**src/rtl/bus_pkg.sv**
```systemverilog
// Shared types and helpers for the bus arbiter: FSM states, access sizes,
// byte-strobe and store-lane generation.
package bus_pkg;

  typedef enum logic [1:0] {StIdle, StData, StFetch, StDone} bus_state_e;

  localparam logic [1:0] SIZE_BYTE = 2'b00;
  localparam logic [1:0] SIZE_HALF = 2'b01;
  localparam logic [1:0] SIZE_WORD = 2'b10;

  // Size 2'b11 is never issued upstream; it falls through to a full word.
  function automatic logic [3:0] strobe_for(input logic [1:0] size, input logic [1:0] offset);
    case (size)
      SIZE_BYTE: return 4'b0001 << offset;
      SIZE_HALF: return 4'b0011 << {offset[1], 1'b0};
      default:   return 4'b1111;
    endcase
  endfunction

  function automatic logic [31:0] wdata_for(input logic [1:0] size, input logic [31:0] data);
    case (size)
      SIZE_BYTE: return {4{data[7:0]}};
      SIZE_HALF: return {2{data[15:0]}};
      default:   return data;
    endcase
  endfunction

endpackage

```
**src/rtl/bus_load_align.sv**
```systemverilog
// Shifts bus read data down to the addressed byte lane, keeps 8/16/32 bits
// by access size and sign- or zero-extends the result.
module bus_load_align
  import bus_pkg::*;
(
  input  logic [31:0] rdata_i,
  input  logic [1:0]  offset_i,
  input  logic [1:0]  size_i,
  input  logic        signed_i,
  output logic [31:0] data_o
);

  logic [31:0] shifted;

  always_comb begin
    shifted = rdata_i >> {offset_i, 3'b000};
    case (size_i)
      SIZE_BYTE: data_o = {{24{signed_i & shifted[7]}}, shifted[7:0]};
      SIZE_HALF: data_o = {{16{signed_i & shifted[15]}}, shifted[15:0]};
      default:   data_o = shifted;
    endcase
  end

endmodule

```
**src/rtl/bus_arbiter.sv**
```systemverilog
// Arbitrates the single external bus between instruction fetch and the memory
// stage; one transaction at a time, data first. Define ARBITER_FAIRNESS_EN to
// force a fetch grant after FAIR_LIMIT consecutive data grants.
module bus_arbiter
  import bus_pkg::*;
#(
  parameter int unsigned FAIR_LIMIT = 4
) (
  input  logic        clk,
  input  logic        reset,
  input  logic        fetch_req,
  input  logic [31:0] fetch_address,
  output logic [31:0] fetch_data,
  output logic        fetch_ready,
  input  logic        mem_load,
  input  logic        mem_store,
  input  logic [31:0] mem_address,
  input  logic [31:0] mem_store_data,
  input  logic [1:0]  mem_size,
  input  logic        mem_signed,
  output logic [31:0] mem_load_data,
  output logic        mem_ready,
  output logic        ext_valid,
  output logic        ext_write,
  output logic [31:0] ext_address,
  output logic [31:0] ext_wdata,
  output logic [3:0]  ext_strobe,
  input  logic [31:0] ext_rdata,
  input  logic        ext_ready
);

  bus_state_e  state_q, state_d;
  logic        grant_data, grant_fetch, fetch_force;
  logic        is_fetch_q, write_q, signed_q;
  logic [31:0] addr_q, wdata_q, fetch_data_q, load_data_q, aligned;
  logic [3:0]  strobe_q;
  logic [1:0]  offset_q, size_q;
  logic        data_req;
  logic        unused_fetch_lsb;

  assign data_req         = mem_load | mem_store;
  assign unused_fetch_lsb = ^fetch_address[1:0];

`ifdef ARBITER_FAIRNESS_EN
  localparam int unsigned CntW = $clog2(FAIR_LIMIT + 1);
  logic [CntW-1:0] fair_cnt_q;

  assign fetch_force = fetch_req && (fair_cnt_q == CntW'(FAIR_LIMIT));

  always_ff @(posedge clk) begin
    if (reset || !fetch_req || grant_fetch) begin
      fair_cnt_q <= '0;
    end else if (grant_data && fair_cnt_q != CntW'(FAIR_LIMIT)) begin
      fair_cnt_q <= fair_cnt_q + 1'b1;
    end
  end
`else
  logic unused_fair;
  assign unused_fair = (FAIR_LIMIT == 0);
  assign fetch_force = 1'b0;
`endif

  always_ff @(posedge clk) begin
    if (reset) begin
      state_q <= StIdle;
    end else begin
      state_q <= state_d;
    end
  end

  always_comb begin
    state_d     = state_q;
    grant_data  = 1'b0;
    grant_fetch = 1'b0;
    case (state_q)
      StIdle: begin
        if (data_req && !fetch_force) begin
          grant_data = 1'b1;
          state_d    = StData;
        end else if (fetch_req) begin
          grant_fetch = 1'b1;
          state_d     = StFetch;
        end
      end
      StData, StFetch: begin
        if (ext_ready) state_d = StDone;
      end
      default: state_d = StIdle;
    endcase
  end

  always_comb begin
    ext_valid   = (state_q == StData) || (state_q == StFetch);
    fetch_ready = (state_q == StDone) && is_fetch_q;
    mem_ready   = (state_q == StDone) && !is_fetch_q;
  end

  bus_load_align u_load_align (
    .rdata_i  (ext_rdata),
    .offset_i (offset_q),
    .size_i   (size_q),
    .signed_i (signed_q),
    .data_o   (aligned)
  );

  // Transaction attributes are latched at grant so requesters may drop mid-flight.
  always_ff @(posedge clk) begin
    if (reset) begin
      addr_q       <= '0;
      write_q      <= 1'b0;
      wdata_q      <= '0;
      strobe_q     <= '0;
      offset_q     <= '0;
      size_q       <= '0;
      signed_q     <= 1'b0;
      is_fetch_q   <= 1'b0;
      fetch_data_q <= '0;
      load_data_q  <= '0;
    end else begin
      if (grant_data) begin
        addr_q     <= {mem_address[31:2], 2'b00};
        write_q    <= mem_store;
        wdata_q    <= wdata_for(mem_size, mem_store_data);
        strobe_q   <= strobe_for(mem_size, mem_address[1:0]);
        offset_q   <= mem_address[1:0];
        size_q     <= mem_size;
        signed_q   <= mem_signed;
        is_fetch_q <= 1'b0;
      end else if (grant_fetch) begin
        addr_q     <= {fetch_address[31:2], 2'b00};
        write_q    <= 1'b0;
        wdata_q    <= '0;
        strobe_q   <= 4'b1111;
        is_fetch_q <= 1'b1;
      end
      if (ext_valid && ext_ready) begin
        if (is_fetch_q) begin
          fetch_data_q <= ext_rdata;
        end else if (!write_q) begin
          load_data_q <= aligned;
        end
      end
    end
  end

  assign ext_address   = addr_q;
  assign ext_write     = write_q;
  assign ext_wdata     = wdata_q;
  assign ext_strobe    = strobe_q;
  assign fetch_data    = fetch_data_q;
  assign mem_load_data = load_data_q;

endmodule

```
**config.mk**
```make
export PLATFORM = sky130hd
export DESIGN_NAME = bus_arbiter
export DESIGN_NICKNAME = d
export VERILOG_FILES = /design/src/rtl/bus_pkg.sv /design/src/rtl/bus_load_align.sv /design/src/rtl/bus_arbiter.sv
export SDC_FILE = /design/constraint.sdc
export NUM_CORES = 1
export LEC_CHECK = 0
export CORE_MARGIN = 5
export CORE_UTILIZATION = 42
export DETAILED_ROUTE_END_ITERATION = 10
export PLACE_DENSITY = 0.81
export SYNTH_ARGS = -nofsm -noshare
export SYNTH_HDL_FRONTEND = slang
export SYNTH_SLANG_ARGS = --single-unit
```
**constraint.sdc**
```tcl
create_clock -name clk -period 2 [get_ports clk]
set_clock_uncertainty 0.1 [all_clocks]
set_input_delay 0.6 -clock clk [delete_from_list [all_inputs] [get_ports clk]]
set_output_delay 0.6 -clock clk [all_outputs]
set_load 0.01 [all_outputs]
```
==> results of run 1 <==
## synth_stat cells, types with 2 or more instances
cell	number
mux2_2	15
a211oi_1	10
and3_1	2
buf_4	2
o21ai_0	18
nand3b_1	2
a22o_1	7
dfxtp_1	139
buf_2	17
nand2b_1	3
inv_1	6
nor2b_1	4
nand3_1	3
a211oi_2	10
ha_1	2
a21oi_1	70
a311oi_1	32
clkbuf_1	37
buf_6	2
a22oi_1	17
mux2i_1	35
o211ai_1	8
nor2_1	91
nand2_1	190
## routing by layer
metal / GRT usage / share of wire
met4: 0.0923 / 0.026
met5: 0 / 0
met2: 0.395 / 0.48
met1: 0.285 / 0.40
met3: 0.0806 / 0.094
## registers in the layout, indices dropped and copies added, names as in the netlist
name and cells:
ext_address 30, is_fetch_q 1, mem_load_data 32, ext_write 1, signed_q 1, size_q 2
ext_strobe 4, state_q 2, ext_wdata 32, offset_q 2, fetch_data 32
## final cells by class
| class | instances | area share |
|---|---|---|
| multi-input cells | 536 | 0.308 |
| clock inverters | 7 | 0.00922 |
| flip-flops and latches | 139 | 0.281 |
| inverters | 6 | 0.00227 |
| well taps | 184 | 0.0232 |
| repair buffers | 325 | 0.328 |
| clock buffers | 23 | 0.0483 |
## power breakdown
part	leakage, nW	switching [mW]	total, mW	internal, mW
registers	1.14	0.392	3.88	3.49
clock network	0.279	1.15	3.07	1.92
logic	3.27	2.58	4.91	2.33
total	4.69	4.12	11.9	7.73
## per-stage QoR
stage          setup TNS (ns)  instances  hold slack (ns)  worst slack [ns]  utilization
6_report                    0       1220            0.347            0.0262        0.689
5_1_grt              -0.00793       1220            0.369          -0.00793        0.689
4_1_cts                     0       1220            0.349          0.000794        0.682
3_5_place_dp           -19.37       1190            0.345            -0.369        0.652
3_3_place_gp           -16.89       1190            0.339            -0.308        0.652
2_1_floorplan               0        740            0.363             0.196            -
## path summary, 6_finish.rpt
kind | startpoint | endpoint | cells after the start
min reg2reg | ext_wdata[8]$_SDFFE_PP0P_ | ext_wdata[8]$_SDFFE_PP0P_ | 2
min | ext_wdata[8]$_SDFFE_PP0P_ | ext_wdata[8]$_SDFFE_PP0P_ | 2
max reg2reg | state_q[0]$_SDFFE_PP0P_ | mem_load_data[11]$_SDFFE_PP0P_ | 6
max | ext_wdata[19]$_SDFFE_PP0P_ | ext_wdata[19] | 1
## cell families after synthesis
group | count (synthesis) | share of synthesized area
AND/OR/NAND/NOR | 301 | 0.195
AO/OA/AOI/OAI | 180 | 0.206
flip-flops | 139 | 0.458
buffers and inverters | 65 | 0.0473
multiplexers | 51 | 0.0897
adder cells (fa/ha/maj) | 2 | 0.00412
other | 1 | 0.000617
==> results.toml, run 1 <==
[outcome]
outcome = "finished, final reports clean"

[sta]
setup_viol = 0
hold_viol = 0
part_of_the_cycle_the_worst_path_needs = 0.987
period_minus_slack_ns = 1.97
clock.fmax_mhz = 507
grt_setup_unrepaired = "true"
finalMaxSlewViolations = 0
worst_pin_slew_ns = 0.546
slew_headroom = 0.636

[drt]
detailroute.via_count = 6472
first_iter_violations = 402
route.final.wire_length_um = 21300
detail-route-antenna-nets = 0
drc = 0
wl_per_cell_um = 17.5
drt-pass1-iter-count = 5
routed_via_density = 5.30

[clock_network]
cts_tree = "yes"
cts.root.buffer_cell = "clkbuf_16"
clk_pin_slew_ns = 0.06
cts_buffers = 17
post_cts_resized = 111
cts_max_level = 4
clock-sinks = 139
postCtsHoldBufs = 0
clock_insertion_delay_at_the_later_pin_of_the_skew_report_ns = 0.42
clockBufferDepth = 2
cts_post_setup_buffers_inserted = 0

[critical_path]
worst-path-max-fanout = 2
critPathTopFamily = "buffers and inverters"
category_of_the_most_critical_setup_path = "reg -> out"
ff2ff_setup_slack_ns = 0.10
startpoint_type = "flop"
worstPathBufferInverterCount = 1
cp.arrival_ns = 1.27
cpPeakStageDelay_ns = 0.54
slowest_stage = "clkdlybuf4s50_1"
required_ns = 1.30
crit_chain = "clkdlybuf4s50_1"
endpoint_kind = "output pin"

[synth]
synth_enable_flop_cells = 0
synth_seq_cells = 139
post_synth_inst_count = 739
synth-warning-count = 0
synth_area_per_inst_um2 = 8.23
synthesis.area_um2 = 6080
synth_cell_types = 41
ys_dominant_reg_cell = "dfxtp_1"
synth_top_cell_area_share = 0.458
postSynth.asyncResetShare = 0
post_synth_main_area_contributors = "dfxtp_1 (46%), nand2_1 (12%), a21oi_1 (5.8%)"
netlist.top_cell.by_area = "dfxtp_1"
synth_sequential_area_ratio = 0.458

[pwr]
power.leakage_nw = 4.69
finalPower_mw = 11.9
ir_worst_vdd_mv = 0.719
power-per-cell-area_nw_per_um2 = 1200

[final_layout]
design.final.nets = 1164
syn2layout_area_growth_pct = 62.9
leading_cell_types_in_the_layout_fill_and_taps_excluded = "nand2_1 (190), dfxtp_1 (137), clkdlybuf4s50_1 (134)"
share_of_final_layout_standard_cells_stronger_than_drive_strength_1 = 0.122
fillerInstances = 1199
seq_area_um2 = 2790
layout.cells.most_common = "nand2_1"
diodes = 0
multi_input_comb_area_um2 = 3050
design_area_um2 = 9900

[min_path]
min-delay-path-class = "reg -> reg"

[floorplan]
initial_utilization = 0.423
chipHeight_um = 130
design.portCount = 273
rows = 44
chipWidth_um = 130
dieArea_um2 = 17000
core_area_um2 = 14400

[placed_design]
place_congestion = 0.811
port-buffer-count = 268
postPlaceCellArea_um2 = 9360
hpwl_um = 15800

[global_routing]
grt_max_degree = 36
globalRoute.totalOverflow = 0
grt_antenna_before_repair = 0
gr-usage-all-layers = 0.238
grt_pass1_wl_um = 31900
grt_pass1_vias = 6123

[run]
max_cap_violations = 0
Note: power is estimated with default switching activity, not from simulation.
==> inputs of run 2 (changes only) <==
Settings changed: CELL_PAD_IN_SITES_DETAIL_PLACEMENT from default to 1, CELL_PAD_IN_SITES_GLOBAL_PLACEMENT from default to 1, CORE_UTILIZATION 42 to 30, PLACE_DENSITY 0.81 to default, PLACE_DENSITY_LB_ADDON from default to 0.1.
==> results.toml, run 2 (synthesis results as in run 1) <==
[final_layout]
share_of_final_layout_standard_cells_stronger_than_drive_strength_1 = 0.126
diodes = 0
fillerInstances = 2390
leading_cell_types_in_the_layout_fill_and_taps_excluded = "nand2_1 (190), dfxtp_1 (136), clkdlybuf4s50_1 (131)"
design.final.nets = 1163
layout.cells.most_common = "nand2_1"
multi_input_comb_area_um2 = 3060
design_area_um2 = 9860
syn2layout_area_growth_pct = 62.1
seq_area_um2 = 2790

[critical_path]
crit_chain = "inv_1 -> ha_4 -> buf_2"
cp.arrival_ns = 1.23
rr_startpoint = "offset_q[0]$_SDFFE_PP0P_"
worst-path-max-fanout = 3
critical_path.reg2reg.endpoint = "mem_load_data[16]$_SDFFE_PP0P_"
cpPeakStageDelay_ns = 0.34
endpoint_kind = "output pin"
worstRegToRegCells = 6
required_ns = 1.30
category_of_the_most_critical_setup_path = "reg -> out"
worstPathBufferInverterCount = 2
startpoint_type = "flop"
critPathTopFamily = "flip-flops"
slowest_stage = "dfxtp_2"
ff2ff_setup_slack_ns = 0.19

[placed_design]
dp_worst_setup_slack_ns = -0.373
hpwl_um = 18000
port-buffer-count = 268
postPlaceCellArea_um2 = 9420
place_congestion = 0.838

[clock_network]
cts_post_setup_buffers_inserted = 0
clock-sinks = 139
cts_max_level = 4
clk_pin_slew_ns = 0.06
postCtsHoldBufs = 0
cts_buffers = 17
clockBufferDepth = 2
cts.root.buffer_cell = "clkbuf_16"
cts_tree = "yes"
clock_insertion_delay_at_the_later_pin_of_the_skew_report_ns = 0.41

[sta]
clock.fmax_mhz = 519
final_setup_tns_ns = 0
setup_ws_ns = 0.0720
setup_viol = 0
part_of_the_cycle_the_worst_path_needs = 0.964
grt_setup_unrepaired = "false"
period_minus_slack_ns = 1.93
hold_viol = 0
finalMaxSlewViolations = 0

[floorplan]
rows = 52
dieArea_um2 = 23200
initial_utilization = 0.302
design.portCount = 273
chipWidth_um = 152
core_area_um2 = 20100
chipHeight_um = 152

[min_path]
hp-start = "fetch_data[30]$_SDFFE_PP0P_"
timing.hold.worst_endpoint = "fetch_data[30]$_SDFFE_PP0P_"
number_of_stages_on_the_worst_hold_path = 2
min-delay-path-class = "reg -> reg"

[drt]
detailroute.via_count = 6342
first_iter_violations = 224
routed_via_density = 4.85
drt-pass1-iter-count = 4
detail-route-antenna-nets = 0
wl_per_cell_um = 18.3
drc = 0
route.final.wire_length_um = 23900

[global_routing]
globalRoute.totalOverflow = 0
grt_pass1_wl_um = 38000
grt_antenna_before_repair = 0
grt_max_degree = 41
grt_pass1_vias = 6515
gr-usage-all-layers = 0.204

[pwr]
finalPower_mw = 11.9
power.leakage_nw = 4.29
ir_worst_vdd_mv = 0.627
power-per-cell-area_nw_per_um2 = 1200

[outcome]
outcome = "finished, final reports clean"

[run]
max_cap_violations = 0
[run 2: changes by cell type in the layout (fill, tap and decap cells not counted), moves of 3 or more]
cell	change
buf_12	-3
clkdlybuf4s50_1	-3
dlygate4sd2_1	+34
dlymetal6s2s_1	-31
inv_6	+5
clkinv_2	-3
buf_4	+3
[run 2: what timing repair did]
action | CTS | global route
gates cloned | 0 | 0
resized for setup | 147 | 4
endpoints found under the setup margin | 133 | 9
pin swaps | 0 | 0
[run 2: worst min-delay path, cell delays in order, from the launching register on]
cell and delay [ns]:
dfxtp_1 0.31, nand2_1 0.05, a21oi_1 0.05
[run 2: worst max path at each step]
stage / from / end / slack [ns] / cells past startpoint
after floorplan: state_q[0]$_SDFFE_PP0P_ / mem_load_data[21]$_SDFFE_PP0P_ / 0.20 / 6
after global placement: ext_rdata[15] / mem_load_data[14]$_SDFFE_PP0P_ / -0.33 / 5
after detailed placement: ext_rdata[23] / mem_load_data[30]$_SDFFE_PP0P_ / -0.37 / 6
after CTS: ext_address[12]$_SDFFE_PP0P_ / ext_address[12] / 0.0009 / 1
after global routing: state_q[0]$_SDFFE_PP0P_ / mem_ready / 0.02 / 3
final: state_q[0]$_SDFFE_PP0P_ / ext_valid / 0.07 / 3
[run 2: metal layers]
metal  vias up  GRT usage  share of wire
li1       3115          -              -
met2       181      0.312           0.44
met4         0     0.0552          0.015
met5         -          0              0
met1      3021      0.282           0.48
met3        25     0.0571          0.066
[run 2: stage by stage]
stage               utilization  instances  hold WS [ns]
floorplan                     -        740         0.363
global placement          0.469       1275         0.339
detailed placement        0.469       1275         0.349
CTS                       0.490       1307         0.355
global route              0.490       1307         0.376
finish                    0.490       1307         0.352
[run 2: area by class of cell]
type,count,share of cell area
clock buffer,19,0.0449
tap,270,0.0343
sequential,139,0.283
clock inverter,13,0.0136
multi-input combinational,536,0.311
inverter,6,0.00229
timing repair buffer,324,0.311
[run 2: where the power goes]
group          total (mW)  switching (mW)  internal [mW]  leakage [nW]
clock network        3.13            1.35           1.78         0.273
registers            3.87           0.380           3.49          1.14
logic                4.86            2.66           2.20          2.88
